File: config.mk
export PLATFORM = sky130hd
export DESIGN_NAME = ex_muldiv_unit
export DESIGN_NICKNAME = d
export VERILOG_FILES = /design/src/rtl/riscv_muldiv_pkg.sv /design/src/rtl/muldiv_div_iter.sv /design/src/rtl/ex_muldiv_unit.sv
export SDC_FILE = /design/constraint.sdc
export NUM_CORES = 1
export LEC_CHECK = 0
export BUFFER_PORTS_ARGS = -buffer_cell sky130_fd_sc_hd__buf_4
export CAP_MARGIN = 0
export CORE_MARGIN = 5
export CORE_UTILIZATION = 40
export CTS_BUF_LIST = sky130_fd_sc_hd__clkbuf_2 sky130_fd_sc_hd__clkbuf_4 sky130_fd_sc_hd__clkbuf_8
export DETAILED_ROUTE_END_ITERATION = 8
export SYNTH_ARGS = -nofsm -noshare
export SYNTH_HDL_FRONTEND = slang
export SYNTH_SLANG_ARGS = --single-unit
File: constraint.sdc
create_clock -name clk -period 6.03 [get_ports clk]
set_input_delay 1.206 -clock clk [delete_from_list [all_inputs] [get_ports clk]]
set_output_delay 1.206 -clock clk [all_outputs]
set_load 0.01 [all_outputs]
File: src/rtl/riscv_muldiv_pkg.sv
// Shared RV32M multiply/divide definitions: op codes, FSM states and result constants.
// Also used by the ID/EX stage and the decoder.
package riscv_muldiv_pkg;

    typedef enum logic [3:0] {
        MD_MUL    = 4'd0,
        MD_MULH   = 4'd1,
        MD_MULHSU = 4'd2,
        MD_MULHU  = 4'd3,
        MD_DIV    = 4'd4,
        MD_DIVU   = 4'd5,
        MD_REM    = 4'd6,
        MD_REMU   = 4'd7,
        MD_NOP    = 4'hF
    } md_op_e;

    typedef enum logic [1:0] {
        IDLE = 2'd0,
        BUSY = 2'd1,
        DONE = 2'd2
    } md_state_e;

    localparam logic [31:0] DIV_BY_ZERO_Q = 32'hFFFF_FFFF;
    localparam logic [31:0] INT_MIN       = 32'h8000_0000;

    // Codes 8..14 are reserved and behave like MD_NOP.
    function automatic logic is_valid_op(input logic [3:0] op);
        return (op[3] == 1'b0);
    endfunction

endpackage

File: src/rtl/muldiv_div_iter.sv
// Restoring divider datapath: one quotient bit per enabled cycle on unsigned magnitudes.
// quo_nxt/rem_nxt expose the current step so the caller can register the final result.
module muldiv_div_iter (
    input  logic        clk,
    input  logic        load,
    input  logic        en,
    input  logic [31:0] dividend,
    input  logic [31:0] divisor,
    output logic [31:0] quo_nxt,
    output logic [31:0] rem_nxt
);

    logic [31:0] quo_q;
    logic [31:0] rem_q;
    logic [31:0] div_q;
    logic [32:0] shifted;
    logic [32:0] diff;
    logic        fits;

    always_comb begin
        shifted = {rem_q, quo_q[31]};
        fits    = (shifted >= {1'b0, div_q});
        diff    = shifted - {1'b0, div_q};
        rem_nxt = fits ? diff[31:0] : shifted[31:0];
        quo_nxt = {quo_q[30:0], fits};
    end

    always_ff @(posedge clk) begin
        if (load) begin
            rem_q <= '0;
            quo_q <= dividend;
            div_q <= divisor;
        end else if (en) begin
            rem_q <= rem_nxt;
            quo_q <= quo_nxt;
        end
    end

endmodule

File: src/rtl/ex_muldiv_unit.sv
// RV32M execute-stage multiply/divide unit. Define MULDIV_FAST_MUL_EN for a
// single-cycle 33x33 multiply; otherwise multiply is iterative shift-add like divide.
//
// state | meaning
// IDLE  | waiting for a valid op; captures operands, magnitudes and result sign
// BUSY  | one multiply or divide step per cycle, 32 steps
// DONE  | result_out valid and done_out pulses; inputs ignored
module ex_muldiv_unit
    import riscv_muldiv_pkg::*;
#(
    parameter int XLEN = 32
) (
    input  logic            clk,
    input  logic            reset,
    input  logic [3:0]      mul_div_op_in,
    input  logic [XLEN-1:0] rs1_in,
    input  logic [XLEN-1:0] rs2_in,
    input  logic            flush_in,
    output logic [XLEN-1:0] result_out,
    output logic            done_out,
    output logic            stall_out
);

    md_state_e   state;
    logic [5:0]  cnt;
    logic [3:0]  op_q;
    logic        neg_q;

    logic        start, is_div, is_rem, a_signed, b_signed, a_neg, b_neg;
    logic        div_zero, div_ovf, single, res_neg, div_en;
    logic [31:0] a_mag, b_mag, single_res, iter_res, div_raw, mul_res;
    logic [31:0] quo_nxt, rem_nxt;

    always_comb begin
        start    = (state == IDLE) && is_valid_op(mul_div_op_in) && !flush_in;
        is_div   = mul_div_op_in[2];
        is_rem   = mul_div_op_in[2] & mul_div_op_in[1];
        a_signed = (mul_div_op_in == MD_MULH) || (mul_div_op_in == MD_MULHSU) ||
                   (mul_div_op_in == MD_DIV)  || (mul_div_op_in == MD_REM);
        b_signed = (mul_div_op_in == MD_MULH) || (mul_div_op_in == MD_DIV) ||
                   (mul_div_op_in == MD_REM);
        a_neg    = a_signed & rs1_in[31];
        b_neg    = b_signed & rs2_in[31];
        a_mag    = a_neg ? -rs1_in : rs1_in;
        b_mag    = b_neg ? -rs2_in : rs2_in;
        // Remainder follows the dividend; quotient and products follow the XOR.
        res_neg  = is_rem ? a_neg : (a_neg ^ b_neg);
        div_zero = is_div && (rs2_in == '0);
        div_ovf  = ((mul_div_op_in == MD_DIV) || (mul_div_op_in == MD_REM)) &&
                   (rs1_in == INT_MIN) && (rs2_in == '1);
        div_en   = (state == BUSY) && op_q[2];
        div_raw  = op_q[1] ? rem_nxt : quo_nxt;
    end

    muldiv_div_iter u_div (
        .clk      (clk),
        .load     (start),
        .en       (div_en),
        .dividend (a_mag),
        .divisor  (b_mag),
        .quo_nxt  (quo_nxt),
        .rem_nxt  (rem_nxt)
    );

`ifdef MULDIV_FAST_MUL_EN
    logic signed [32:0] fa, fb;
    logic signed [63:0] fp;
    logic [31:0]        fast_res;

    always_comb begin
        fa       = {a_signed & rs1_in[31], rs1_in};
        fb       = {b_signed & rs2_in[31], rs2_in};
        fp       = 64'(fa * fb);
        fast_res = (mul_div_op_in == MD_MUL) ? fp[31:0] : fp[63:32];
        single   = is_div ? (div_zero | div_ovf) : 1'b1;
        mul_res  = '0;
    end
`else
    logic [31:0] mcand_q, p_hi_q, p_lo_q;
    logic [32:0] mul_sum;
    logic [63:0] prod_fix;
    logic [31:0] fast_res;

    always_comb begin
        mul_sum  = {1'b0, p_hi_q} + (p_lo_q[0] ? {1'b0, mcand_q} : 33'd0);
        prod_fix = {mul_sum, p_lo_q[31:1]};
        if (neg_q)
            prod_fix = -prod_fix;
        mul_res  = (op_q == MD_MUL) ? prod_fix[31:0] : prod_fix[63:32];
        single   = is_div && (div_zero | div_ovf);
        fast_res = '0;
    end

    // Partial product lives in p_hi_q while the multiplier shifts out of p_lo_q.
    always_ff @(posedge clk) begin
        if (start) begin
            mcand_q <= a_mag;
            p_hi_q  <= '0;
            p_lo_q  <= b_mag;
        end else if ((state == BUSY) && !op_q[2]) begin
            p_hi_q <= mul_sum[32:1];
            p_lo_q <= {mul_sum[0], p_lo_q[31:1]};
        end
    end
`endif

    always_comb begin
        if (div_zero)
            single_res = is_rem ? rs1_in : DIV_BY_ZERO_Q;
        else if (div_ovf)
            single_res = is_rem ? 32'd0 : INT_MIN;
        else
            single_res = fast_res;
        iter_res = op_q[2] ? (neg_q ? -div_raw : div_raw) : mul_res;
    end

    always_ff @(posedge clk) begin
        if (start) begin
            op_q  <= mul_div_op_in;
            neg_q <= res_neg;
        end
    end

    always_ff @(posedge clk) begin
        if (reset) begin
            state      <= IDLE;
            cnt        <= '0;
            result_out <= '0;
        end else begin
            case (state)
                IDLE: begin
                    if (start) begin
                        cnt <= '0;
                        if (single) begin
                            result_out <= single_res;
                            state      <= DONE;
                        end else begin
                            state <= BUSY;
                        end
                    end
                end
                BUSY: begin
                    if (flush_in) begin
                        state <= IDLE;
                    end else begin
                        cnt <= cnt + 6'd1;
                        if (cnt == 6'd31) begin
                            result_out <= iter_res;
                            state      <= DONE;
                        end
                    end
                end
                DONE:    state <= IDLE;
                default: state <= IDLE;
            endcase
        end
    end

    assign stall_out = !reset && (start || (state == BUSY));
    assign done_out  = !reset && (state == DONE) && !flush_in;

endmodule

Word level (Yosys, flattened, before mapping) --
Cells that the tools add are included. W data, S select, Z words.
Storage, ports and cells: register bits after elaboration 237, bits of input ports 71, output and inout bits 34, word-level logic and storage cells 100
Cells by class: add/sub/neg operators 7, order comparisons 1, eq/ne operators 14, mux-type cells 31, bitwise operators 6, reduce and logical (&&, ||, !) cells 30
Operators by type and width (count):
- $mux W32 | 20
- $neg A32 Y32 | 3
- $eq A32 B32 Y1 const B | 2
- $mux W64 | 1
- $neg A64 Y64 | 1
- $pmux W32 S2 | 1
- $add A32 B32 Y33 | 1
- $ge A33 B32 Y1 | 1
- $logic_not A32 Y1 | 1
- $sub A32 B32 Y32 | 1
- $mux W6 | 2
- $pmux W6 S2 | 1
- $logic_and A1 B1 Y1 | 11
- $eq A4 B3 Y1 const B | 2
- $mux W2 | 4
- $logic_or A1 B1 Y1 | 7
- $add A6 B1 Y6 const B | 1
- $eq A6 B5 Y1 const B | 1
- $ne A2 B2 Y1 const B | 3
- $reduce_bool A2 Y1 | 3
- $reduce_and A5 Y1 | 1
- $eq A4 B1 Y1 const B | 1
- $eq A4 B2 Y1 const B | 1
- $logic_not A4 Y1 | 1
- other kinds (14) | 18

Logic depth before layout (Yosys ltp) --
Gate-level depths: netlist of run 1.
depth after elaboration 9, depth in mapped cells 26, depth with buffers taken out 22

Cells and area by module --
Synthesis of run 1 repeated with hierarchy kept, for this count alone.
Second synthesis, totals: cell total of the unflattened synthesis 2098, area, all modules 18398.9 um2
By module, submodules not included:
- ex_muldiv_unit | instances 1, cells an instance 1460, area an instance 12195.4 um2, sequential area each 3513.4 um2
- muldiv_div_iter | instances 1, cells an instance 638, area an instance 6203.4 um2, sequential area each 2562.5 um2

Least setup slack after synthesis of run 1 --
OpenSTA, ideal clock, no wires.
path kind register to register, start point register u_div.div_q[10], end point register result_out[30], library setup time 0.146 ns, arrival time 5.552 ns, required time 5.884 ns, setup slack 0.332 ns, stages on the path, launching flop included 26, buffers on the path 4, clock period less this slack 5.698 ns, cells stage by stage edfxtp_1 > inv_1 > ha_1 > clkbuf_1 > a21oi_1 > o21ai_0 > or2_2 > or3_1 > a21oi_1 > buf_2 > buf_1 > clkbuf_1 > a21oi_1 > a31oi_1 > ha_1 > o21a_1 > nand2_1 > or3_1 > a211oi_1 > a41oi_1 > a211oi_1 > nand2_1 > nor4b_4 > a31oi_1 > a2111oi_0 > a221oi_2
Between the ends: longest elaborated chain between the ends 9, elaborated cells between the ends (all ways) 10, those cells by class add/sub (2); order compare (1); mux (7)
Ends and longest elaborated chain:
- start, declared | RTL line muldiv_div_iter.sv:15 | logic [31:0] div_q;
- start signal, assigned | RTL line muldiv_div_iter.sv:32 | div_q <= divisor;
- $sub A32 B32 Y32 or $ge A33 B32 Y1 (tied branches) | RTL line muldiv_div_iter.sv:23, muldiv_div_iter.sv:22
- $mux W32 | RTL line muldiv_div_iter.sv:24 | rem_nxt = fits ? diff[31:0] : shifted[31:0];
- $mux W32 (*) | RTL line ex_muldiv_unit.sv:52 | div_raw = op_q[1] ? rem_nxt : quo_nxt;
- $neg A32 Y32 | RTL line ex_muldiv_unit.sv:114 | iter_res = op_q[2] ? (neg_q ? -div_raw : div_raw) : mul_res;
- $mux W32 (*) (2 in a row) | RTL line ex_muldiv_unit.sv:114
- $mux W32 (*) | RTL line ex_muldiv_unit.sv:147 | if (cnt == 6'd31) begin
- $mux W32 (*) | RTL line ex_muldiv_unit.sv:143 | if (flush_in) begin
- $pmux W32 S2 (*) | RTL line ex_muldiv_unit.sv:130 | case (state)
- end signal, assigned | RTL line ex_muldiv_unit.sv:135 | result_out <= single_res;
- end signal, assigned | RTL line ex_muldiv_unit.sv:148 | result_out <= iter_res;
- end, declared | RTL line ex_muldiv_unit.sv:19 | output logic [XLEN-1:0] result_out,
Every way passes the cells marked *; elsewhere a longest branch is shown, timed or not. The select of a mux whose other input is x is not followed. A chain may end at the register's enable or synchronous reset.

Final worst setup path of run 1 --
start point register u_div.div_q[20], end point register result_out[28]
The elaborated chain is that of the path after synthesis.

==> results of run 1 <==
[state kept, by name, indices dropped and copies added (netlist names)]
signal	cells
cnt	6
mcand_q	32
neg_q	1
op_q	4
p_hi_q	32
p_lo_q	32
result_out	32
state	2
u_div.div_q	32
u_div.quo_q	32
u_div.rem_q	32
[layout by cell type, fill, tap and decap left out, types with 13 or more instances in the layout]
master / Yosys / final
a211oi_1: 35 / 35
a21o_1: 37 / 37
a21oi_1: 154 / 153
a22o_1: 31 / 31
a31oi_1: 19 / 19
and2_1: 48 / 48
and3_1: 15 / 15
buf_4: 0 / 134
clkbuf_4: 0 / 22
clkbuf_8: 0 / 59
dfxtp_1: 104 / 104
edfxtp_1: 133 / 133
ha_1: 70 / 70
inv_1: 69 / 67
mux2i_1: 17 / 17
nand2_1: 382 / 380
nand2b_1: 14 / 14
nand3_1: 36 / 36
nand4_1: 33 / 33
nor2_1: 179 / 176
nor3_1: 73 / 72
nor4_1: 19 / 18
o211ai_1: 37 / 37
o21a_1: 22 / 22
o21ai_0: 173 / 173
o31ai_1: 28 / 28
or3_1: 33 / 33
or4_1: 13 / 13
xnor2_1: 87 / 87
xor2_1: 91 / 91
[cell families after synthesis]
family                   synth area share (%)
AO/OA/AOI/OAI                            24.2
XOR/XNOR                                 8.53
adder cells (fa/ha/maj)                  5.01
buffers and inverters                    4.09
flip-flops                               33.3
multiplexers                             1.30
AND/OR/NAND/NOR                          23.6
[per-layer routing]
metal	up-vias	wire (um)
met4	0	2480
met3	151	5930
met2	824	30600
li1	8494	-
met5	-	0
met1	8576	29700
[final timing paths]
path         slack (ns)  depth (start not counted)                     endpoint
min reg2reg        0.46                          2      p_hi_q[12]$_SDFFE_PP0P_
min                0.46                          2      p_hi_q[12]$_SDFFE_PP0P_
max                0.44                         22  result_out[28]$_SDFFE_PP0P_
max reg2reg        0.44                         22  result_out[28]$_SDFFE_PP0P_
[through the flow]
step | total power, mW | cell area [um2]
6_report | 4.85 | 20600
3_3_place_gp | 3.05 | 19600
3_5_place_dp | 3.06 | 19600
5_1_grt | 5.06 | 20600
4_1_cts | 4.86 | 20600
2_1_floorplan | 2.67 | 18300
[repair_timing]
item | 4_1_cts | 5_1_grt
buffers inserted | 0 | 1
resized for setup | 0 | 3
setup endpoints to repair | 0 | 4
[power by group]
| part | internal (mW) | switching [mW] |
|---|---|---|
| logic | 0.391 | 0.756 |
| clock network | 1.02 | 0.774 |
| registers | 1.83 | 0.0759 |
[worst max-delay path, delay by kind of cell (launching register included)]
family	cells	cell delay (ns)
adder cells (fa/ha/maj)	2	0.64
buffers and inverters	2	0.25
AO/OA/AOI/OAI	12	2.93
flip-flops	1	0.32
AND/OR/NAND/NOR	5	1.17
multiplexers	1	0.16
[area by class of cell]
class | instances | area, um2
multi-input combinational | 1856 | 11500
timing repair buffer | 134 | 1010
clock buffer | 81 | 977
sequential | 237 | 6080
inverter | 69 | 262
fill | 4617 | 24600
tap | 600 | 751
clock inverter | 8 | 45.0
==> metrics.txt, run 1 <==
proportion of layout cells with a drive suffix above 1=11.5%; Final GP Congestion=0.940; Yosys top cell area share=21.9%; most instantiated cells after synthesis=nand2_1, nor2_1, o21ai_0; Synth cell types=87; CTS Root Cell=clkbuf_8; Cells after Synth=2285; non-filler cells in the finished layout=2985; CTS Buf Count=49; biggest area consumer among synthesized cells=edfxtp_1; synthesized flop and latch total=around 240; Post-CTS Hold Buffers=0; P&R area growth vs syn=13.0%; die area=0.0501 mm2; synth warn=0; status=completed; total congestion overflow=0; Vias=18000; RSZ-0062 raised after global routing=no; Setup Skew=0.0222 ns; synthesized area=~0.018 mm2; Die H=224 um; TritonCTS clock tree=built; IO Count=105; Worst-Skew Late Latency=roughly 0.62 ns; Async SR Flop Fraction=0%; leak pwr=roughly 8.1 nW; FP Rows=78; Hold Path Class=reg -> reg; drc violations=0; DR WL/cell=23.0 um; Vias/cell=6.05; setup TNS=0 ns; Main synth FF type=edfxtp_1; Final #Nets=2490; Post-Syn Nets=2428; syn avg cell area=~8.0 um2; VDD IR max=0.122 mV; Crit path required time=6.53 ns; slowest CP cell=a2111oi_2; Iter 0 DRT Violations=1758; GR Util met3=4.98%; initial antenna violation count=2; reg-to-reg startpoint=u_div.div_q[20]$_DFFE_PP_; crit path DAT=6.09 ns; Tmin final=5.59 ns; number of flops mapped to enable cells by yosys=133; Final HPWL DP=52000 um; Final WS setup=0.437 ns; # placed instances=2895; CP Max Fanout=6; Hold Vio Cnt, Final=0; Clk pin slew, worst setup/hold paths=approximately 0.060 ns; largest net degree at the start of global routing=70; max-cap violations=0; top cells by area, synth=edfxtp_1, dfxtp_1, nand2_1; hold slack=0.465 ns; core box area=0.0453 mm2; Hold Startpoint=p_hi_q[12]$_SDFFE_PP0P_; 1st-pass router iterations=5; dpl ws=~0.19 ns; Starting Density=about two fifths; final core occ=45.6%; most common cell in the synthesized netlist=nand2_1; Most Crowded Layer GR=met2; Tot GR Track Use=approximately a quarter; I/O Buffers=about 100; post-synthesis sequential area ratio=around 33%; drt total wl=68700 um; Worst Setup SP=u_div.div_q[20]$_DFFE_PP_; crit start category=register; H-tree levels=2; CP peak stage delay=0.50 ns; Pwr Density=235 mW/mm2; Chip Width=224 um; Slew Limit Headroom=24.7%; fmax=0.179 GHz; Final ANT Viol Nets=0; clk sink count=237; fin crit share=92.7%; GRT met2 Usage=41.9%; CTS max path bufs=3; met1 Usage GRT=36.1%; WS Path Type=reg -> reg; first-pass GRT wire length=103000 um; CP endpoint kind=register; antenna fix cells=0; Worst-Margin Slew=1.12 ns; # setup viols final=0; Cell Chain, Critical Path=inv_1 -> ha_1 -> a21oi_1 -> o21ai_0 -> a2111oi_2 -> o211ai_1 -> a21oi_4 -> a21oi_1 -> a31oi_1 -> ha_1 -> o21a_1 -> nand2_1 -> or3_1 -> a211oi_1 -> a41oi_1 -> a211oi_1 -> nand2_1 -> nor4b_4 -> buf_4 -> nand4_1 -> mux2i_1 -> a211o_1; final max-slew violation count=0; number of global-route vias before repair=around 17000
(Power assumes the default switching activity.)
==> run 2: changes to the inputs <==
Settings changed: CTS_CLUSTER_DIAMETER set to 120, REMOVE_ABC_BUFFERS set to 1.
==> metrics.txt, run 2 (same netlist as run 1, synthesis figures left out) <==
Chip Width=224 um; Cell Chain, Critical Path=inv_1 -> ha_1 -> a21oi_1 -> o21ai_0 -> or2_2 -> or3_1 -> a21oi_4 -> a21oi_1 -> a31oi_1 -> ha_1 -> o21a_1 -> nand2_1 -> or3_1 -> a211oi_1 -> a41oi_1 -> a211oi_1 -> nand2_1 -> nor4b_4 -> buf_4 -> nand4_1 -> mux2i_1 -> a211o_1; flop-to-flop setup slack=0.53 ns; Worst-Margin Slew=1.07 ns; Starting Density=between 40% and 50%; Vias/cell=5.97; Clk pin slew, worst setup/hold paths=0.07 ns; RSZ-0062 raised after global routing=no; CTS Buf Count=47; VDD IR max=0.163 mV; Hold Vio Cnt, Final=0; DR WL/cell=22.8 um; Final #Nets=around 2500; drc violations=0; Tmin final=5.50 ns; FP Rows=78; crit path buf inv count=2; r2r endpoint=result_out[28]$_SDFFE_PP0P_; status=completed; Flop pwr share=39.0%; Crit path required time=6.56 ns; Fill cells=4622; IO Count=105; final max-slew violation count=0; Final GP Congestion=roughly 0.9; H-tree levels=2; Net Sw Frac=33.1%; I/O Buffers=104; power share of the combinational group=23.2%; leak pwr=a little over 8 nW; Die H=approximately 220 um; reg2reg path depth=22; hold depth=2; Post-CTS Hold Buffers=0; reg-to-reg startpoint=u_div.div_q[16]$_DFFE_PP_; CP endpoint kind=register; Worst-Skew Late Latency=0.64 ns; Slew Limit Headroom=28.6%; CTS max path bufs=3; fin crit share=between 90% and 100%; Vias=17800; core box area=0.0453 mm2; proportion of layout cells with a drive suffix above 1=between 10 and 15%; Tot GR Track Use=about a quarter; initial antenna violation count=1; P_sw=1.61 mW; crit start category=register; P&R area growth vs syn=13.2%; fmax=0.182 GHz; Non-Filler Cell Area, Final=0.0207 mm2; crit path DAT=6.03 ns; slowest CP cell=or3_1; first-pass GRT wire length=102000 um; Clk network pwr share=a little under two fifths; Final WS setup=0.527 ns; clk sink count=237; 1st-pass router iterations=6; Pwr Density=between 200 and 250 mW/mm2; Iter 0 DRT Violations=1746; hold path endpoint=p_hi_q[31]$_SDFFE_PP0P_; total congestion overflow=0; cell family with most CP delay=compound AO/OA/AOI/OAI gates; CP peak stage delay=approximately 0.4 ns; antenna fix cells=0; Setup Skew=about 0.032 ns; most frequent cells in the layout=nand2_1, nor2_1, o21ai_0; DP Area=slightly below 0.02 mm2; largest net degree at the start of global routing=82; Final HPWL DP=52100 um; CP Max Fanout=7; TritonCTS clock tree=built; Hold Path Class=reg -> reg; Final ANT Viol Nets=0; # setup viols final=0; dpl ws=approximately 0.30 ns; Hold Startpoint=p_hi_q[31]$_SDFFE_PP0P_; drt total wl=68200 um; commonest non-fill, non-tap cell in the layout=nand2_1; setup TNS=0 ns; die area=0.0501 mm2; number of global-route vias before repair=between 15000 and 20000; max-cap violations=0; Cell Int Power=3.27 mW; CTS Root Cell=clkbuf_8; WS Path Type=reg -> reg
-- run 2: cell count changes in the layout (fill, tap and decap cells not counted), moves of 2 or more --
cell,before,now
buf_4,134,139
bufinv_16,0,3
clkinv_2,6,10
clkbuf_8,59,55
clkinvlp_4,2,4
nor2_4,3,1
nor2_2,1,3
clkbuf_4,22,13
-- run 2: worst max-delay path by stage --
stage	from	to	slack, ns	depth (start not counted)
final	u_div.div_q[16]$_DFFE_PP_	result_out[28]$_SDFFE_PP0P_	0.53	22
after global routing	u_div.div_q[14]$_DFFE_PP_	result_out[28]$_SDFFE_PP0P_	0.05	22
after CTS	u_div.div_q[18]$_DFFE_PP_	result_out[30]$_SDFFE_PP0P_	0.24	21
after detailed placement	u_div.div_q[18]$_DFFE_PP_	result_out[30]$_SDFFE_PP0P_	0.30	21
after global placement	rs2_in[17]	result_out[30]$_SDFFE_PP0P_	0.51	12
after floorplan	mul_div_op_in[3]	p_lo_q[0]$_DFFE_PP_	-1.36	5
-- run 2: power groups by stage --
stage          Combinational (mW)  Clock [mW]  Sequential (mW)
2_1_floorplan               0.732           0             1.92
3_3_place_gp                 1.10           0             1.93
3_5_place_dp                 1.11           0             1.93
4_1_cts                      1.12        1.88             1.90
5_1_grt                      1.23        1.96             1.91
6_report                     1.13        1.85             1.90
-- run 2: layer usage --
metal	track usage, %	up-vias	routed length, um
met5	0	-	0
met4	8.06	0	2160
met3	4.78	119	5220
met2	41.9	747	31000
met1	35.5	8474	29800
li1	-	8502	-
-- run 2: metrics by stage --
stage	cells	total power [mW]	util (%)	hold slack, ns
floorplan	2162	2.65	-	0.432
global placement	2900	3.04	43.3	0.442
detailed placement	2900	3.05	43.3	0.450
CTS	2987	4.90	45.6	0.462
global route	2988	5.09	45.7	0.491
finish	2988	4.88	45.7	0.460
-- run 2: timing repair --
action	CTS	global route
setup buffers	0	1
gates resized for setup	0	3
setup endpoints to repair	0	3
-- run 2: worst reg2reg max path, delay by kind of cell, from the launching register on --
kind / cells / cell delay [ns]
compound gates: 10 / 2.17
simple gates: 7 / 1.91
fa+ha+maj: 2 / 0.63
flops: 1 / 0.32
buf+inv: 2 / 0.24
mux: 1 / 0.15
-- run 2: layout make-up --
type / instances / area [um2] / share of cell area (%)
clock buffer: 68 / 855 / 4.13
clock inverter: 19 / 178 / 0.859
inverter: 69 / 262 / 1.26
multi-input combinational: 1856 / 11500 / 55.7
sequential: 237 / 6080 / 29.4
tap: 600 / 751 / 3.63
timing repair buffer: 139 / 1040 / 5.05
==> run 3: changes to the inputs <==
Settings changed: PLACE_DENSITY_LB_ADDON set to 0.08.
==> metrics.txt, run 3 (same netlist as run 1, synthesis figures left out) <==
total congestion overflow=0; CTS Buf Count=48; crit path DAT=6.16 ns; commonest non-fill, non-tap cell in the layout=nand2_1; Tmin final=5.63 ns; Final WS setup=0.397 ns; die area=between 0.05 and 0.06 mm2; first-pass GRT wire length=between 100000 and 150000 um; final core occ=45.8%; Clk pin slew, worst setup/hold paths=0.07 ns; final max-slew violation count=0; IO Count=105; Hold Path Class=reg -> reg; max-cap violations=0; CP endpoint kind=register; Pwr Density=239 mW/mm2; flop-to-flop setup slack=just under 0.4 ns; setup TNS=0 ns; CTS max path bufs=3; Hold Vio Cnt, Final=0; VDD IR max=roughly 0.13 mV; Crit path required time=between 6 and 7 ns; P&R area growth vs syn=13.5%; clk sink count=roughly 240; most frequent cells in the layout=nand2_1, nor2_1, o21ai_0; status=completed; DR WL/cell=23.5 um; fmax=0.178 GHz; number of global-route vias before repair=17100; Worst-Margin Slew=1.31 ns; drc violations=0; CTS Root Cell=clkbuf_8; FP Rows=between 70 and 80; Die H=224 um; Final GP Congestion=~0.92; Post-CTS Hold Buffers=0; # setup viols final=0; TritonCTS clock tree=built; Setup Skew=approximately 0.018 ns; hold slack=0.465 ns; proportion of layout cells with a drive suffix above 1=11.3%; core box area=0.0453 mm2; Iter 0 DRT Violations=1761; WS Path Type=reg -> reg; Starting Density=40.4%; I/O Buffers=about 100; largest net degree at the start of global routing=roughly 130; Worst-Skew Late Latency=roughly 0.65 ns; Chip Width=about 220 um; Vias/cell=between 5 and 6; RSZ-0062 raised after global routing=no; Fill cells=4637; leak pwr=8.11 nW; Final HPWL DP=~54000 um; H-tree levels=2; Slew Limit Headroom=between 10% and 20%; Final ANT Viol Nets=0; Vias=roughly 18000; initial antenna violation count=3; CP Max Fanout=7; drt total wl=between 70000 and 80000 um; crit start category=register; Tot GR Track Use=27.0%; Tot Pwr=4.96 mW; dpl ws=between 0.3 and 0.4 ns; fin crit share=between 90 and 100%; 1st-pass router iterations=6; Final #Nets=2494
## run 3: changes by cell type in the layout (fill, tap and decap cells not counted), moves of 2 or more
| cell | previous run | this run |
|---|---|---|
| clkbuf_4 | 13 | 8 |
| clkinvlp_4 | 4 | 0 |
| clkinv_1 | 2 | 11 |
| bufinv_16 | 3 | 5 |
| clkinv_2 | 10 | 8 |
| inv_6 | 0 | 3 |
## run 3: per-stage QoR
| step | cells | area [um2] |
|---|---|---|
| 6_report | 2992 | 20700 |
| 5_1_grt | 2991 | 20700 |
| 4_1_cts | 2990 | 20700 |
| 3_5_place_dp | 2900 | 19600 |
| 3_3_place_gp | 2900 | 19600 |
| 2_1_floorplan | 2162 | 17800 |
## run 3: final cells by class
type | count | area (um2) | share of cell area (%)
clock buffers | 63 | 817 | 3.94
well taps | 600 | 751 | 3.62
clock inverters | 27 | 258 | 1.24
multi-input cells | 1856 | 11500 | 55.5
diodes | 1 | 2.50 | 0.0121
repair buffers | 139 | 1060 | 5.09
flip-flops and latches | 237 | 6080 | 29.3
inverters | 69 | 262 | 1.26
## run 3: critical path, stage by stage, from the launching register on
cell and delay [ns]:
edfxtp_1 0.32, inv_1 0.04, ha_1 0.39, a21oi_1 0.33, o21ai_0 0.26, or2_2 0.36
or3_1 0.40, a21oi_4 0.23, a21oi_1 0.06, a31oi_1 0.23, ha_1 0.25, o21a_1 0.17
nand2_1 0.08, or3_1 0.42, a211oi_1 0.26, a41oi_1 0.13, a211oi_1 0.32, nand2_1 0.21
nor4b_4 0.30, buf_4 0.21, nand4_1 0.12, mux2i_1 0.14, a211o_1 0.27
## run 3: timing repair
action | 4_1_cts | 5_1_grt
resized for setup | 0 | 2
endpoints found under the hold margin | 0 | 0
endpoints found under the setup margin | 0 | 4
buffers inserted | 0 | 1
## run 3: report_power, final
group	switching (mW)	internal, mW	total (mW)
Clock	0.814	1.10	1.92
Combinational	0.749	0.394	1.14
Sequential	0.0720	1.83	1.90
Total	1.64	3.33	4.96
## run 3: routing by layer
layer	GRT usage, %	wire length (um)	vias to the layer above
met5	0	11	-
met4	7.81	2180	2
met3	6.01	4970	125
met2	43.6	31900	613
met1	36.6	31200	8601
li1	-	-	8516
## run 3: path summary, 6_finish.rpt
kind                             start                           to  cells past startpoint
max reg2reg  u_div.div_q[16]$_DFFE_PP_  result_out[28]$_SDFFE_PP0P_                     22
max          u_div.div_q[16]$_DFFE_PP_  result_out[28]$_SDFFE_PP0P_                     22
min            p_hi_q[12]$_SDFFE_PP0P_      p_hi_q[12]$_SDFFE_PP0P_                      2
min reg2reg    p_hi_q[12]$_SDFFE_PP0P_      p_hi_q[12]$_SDFFE_PP0P_                      2
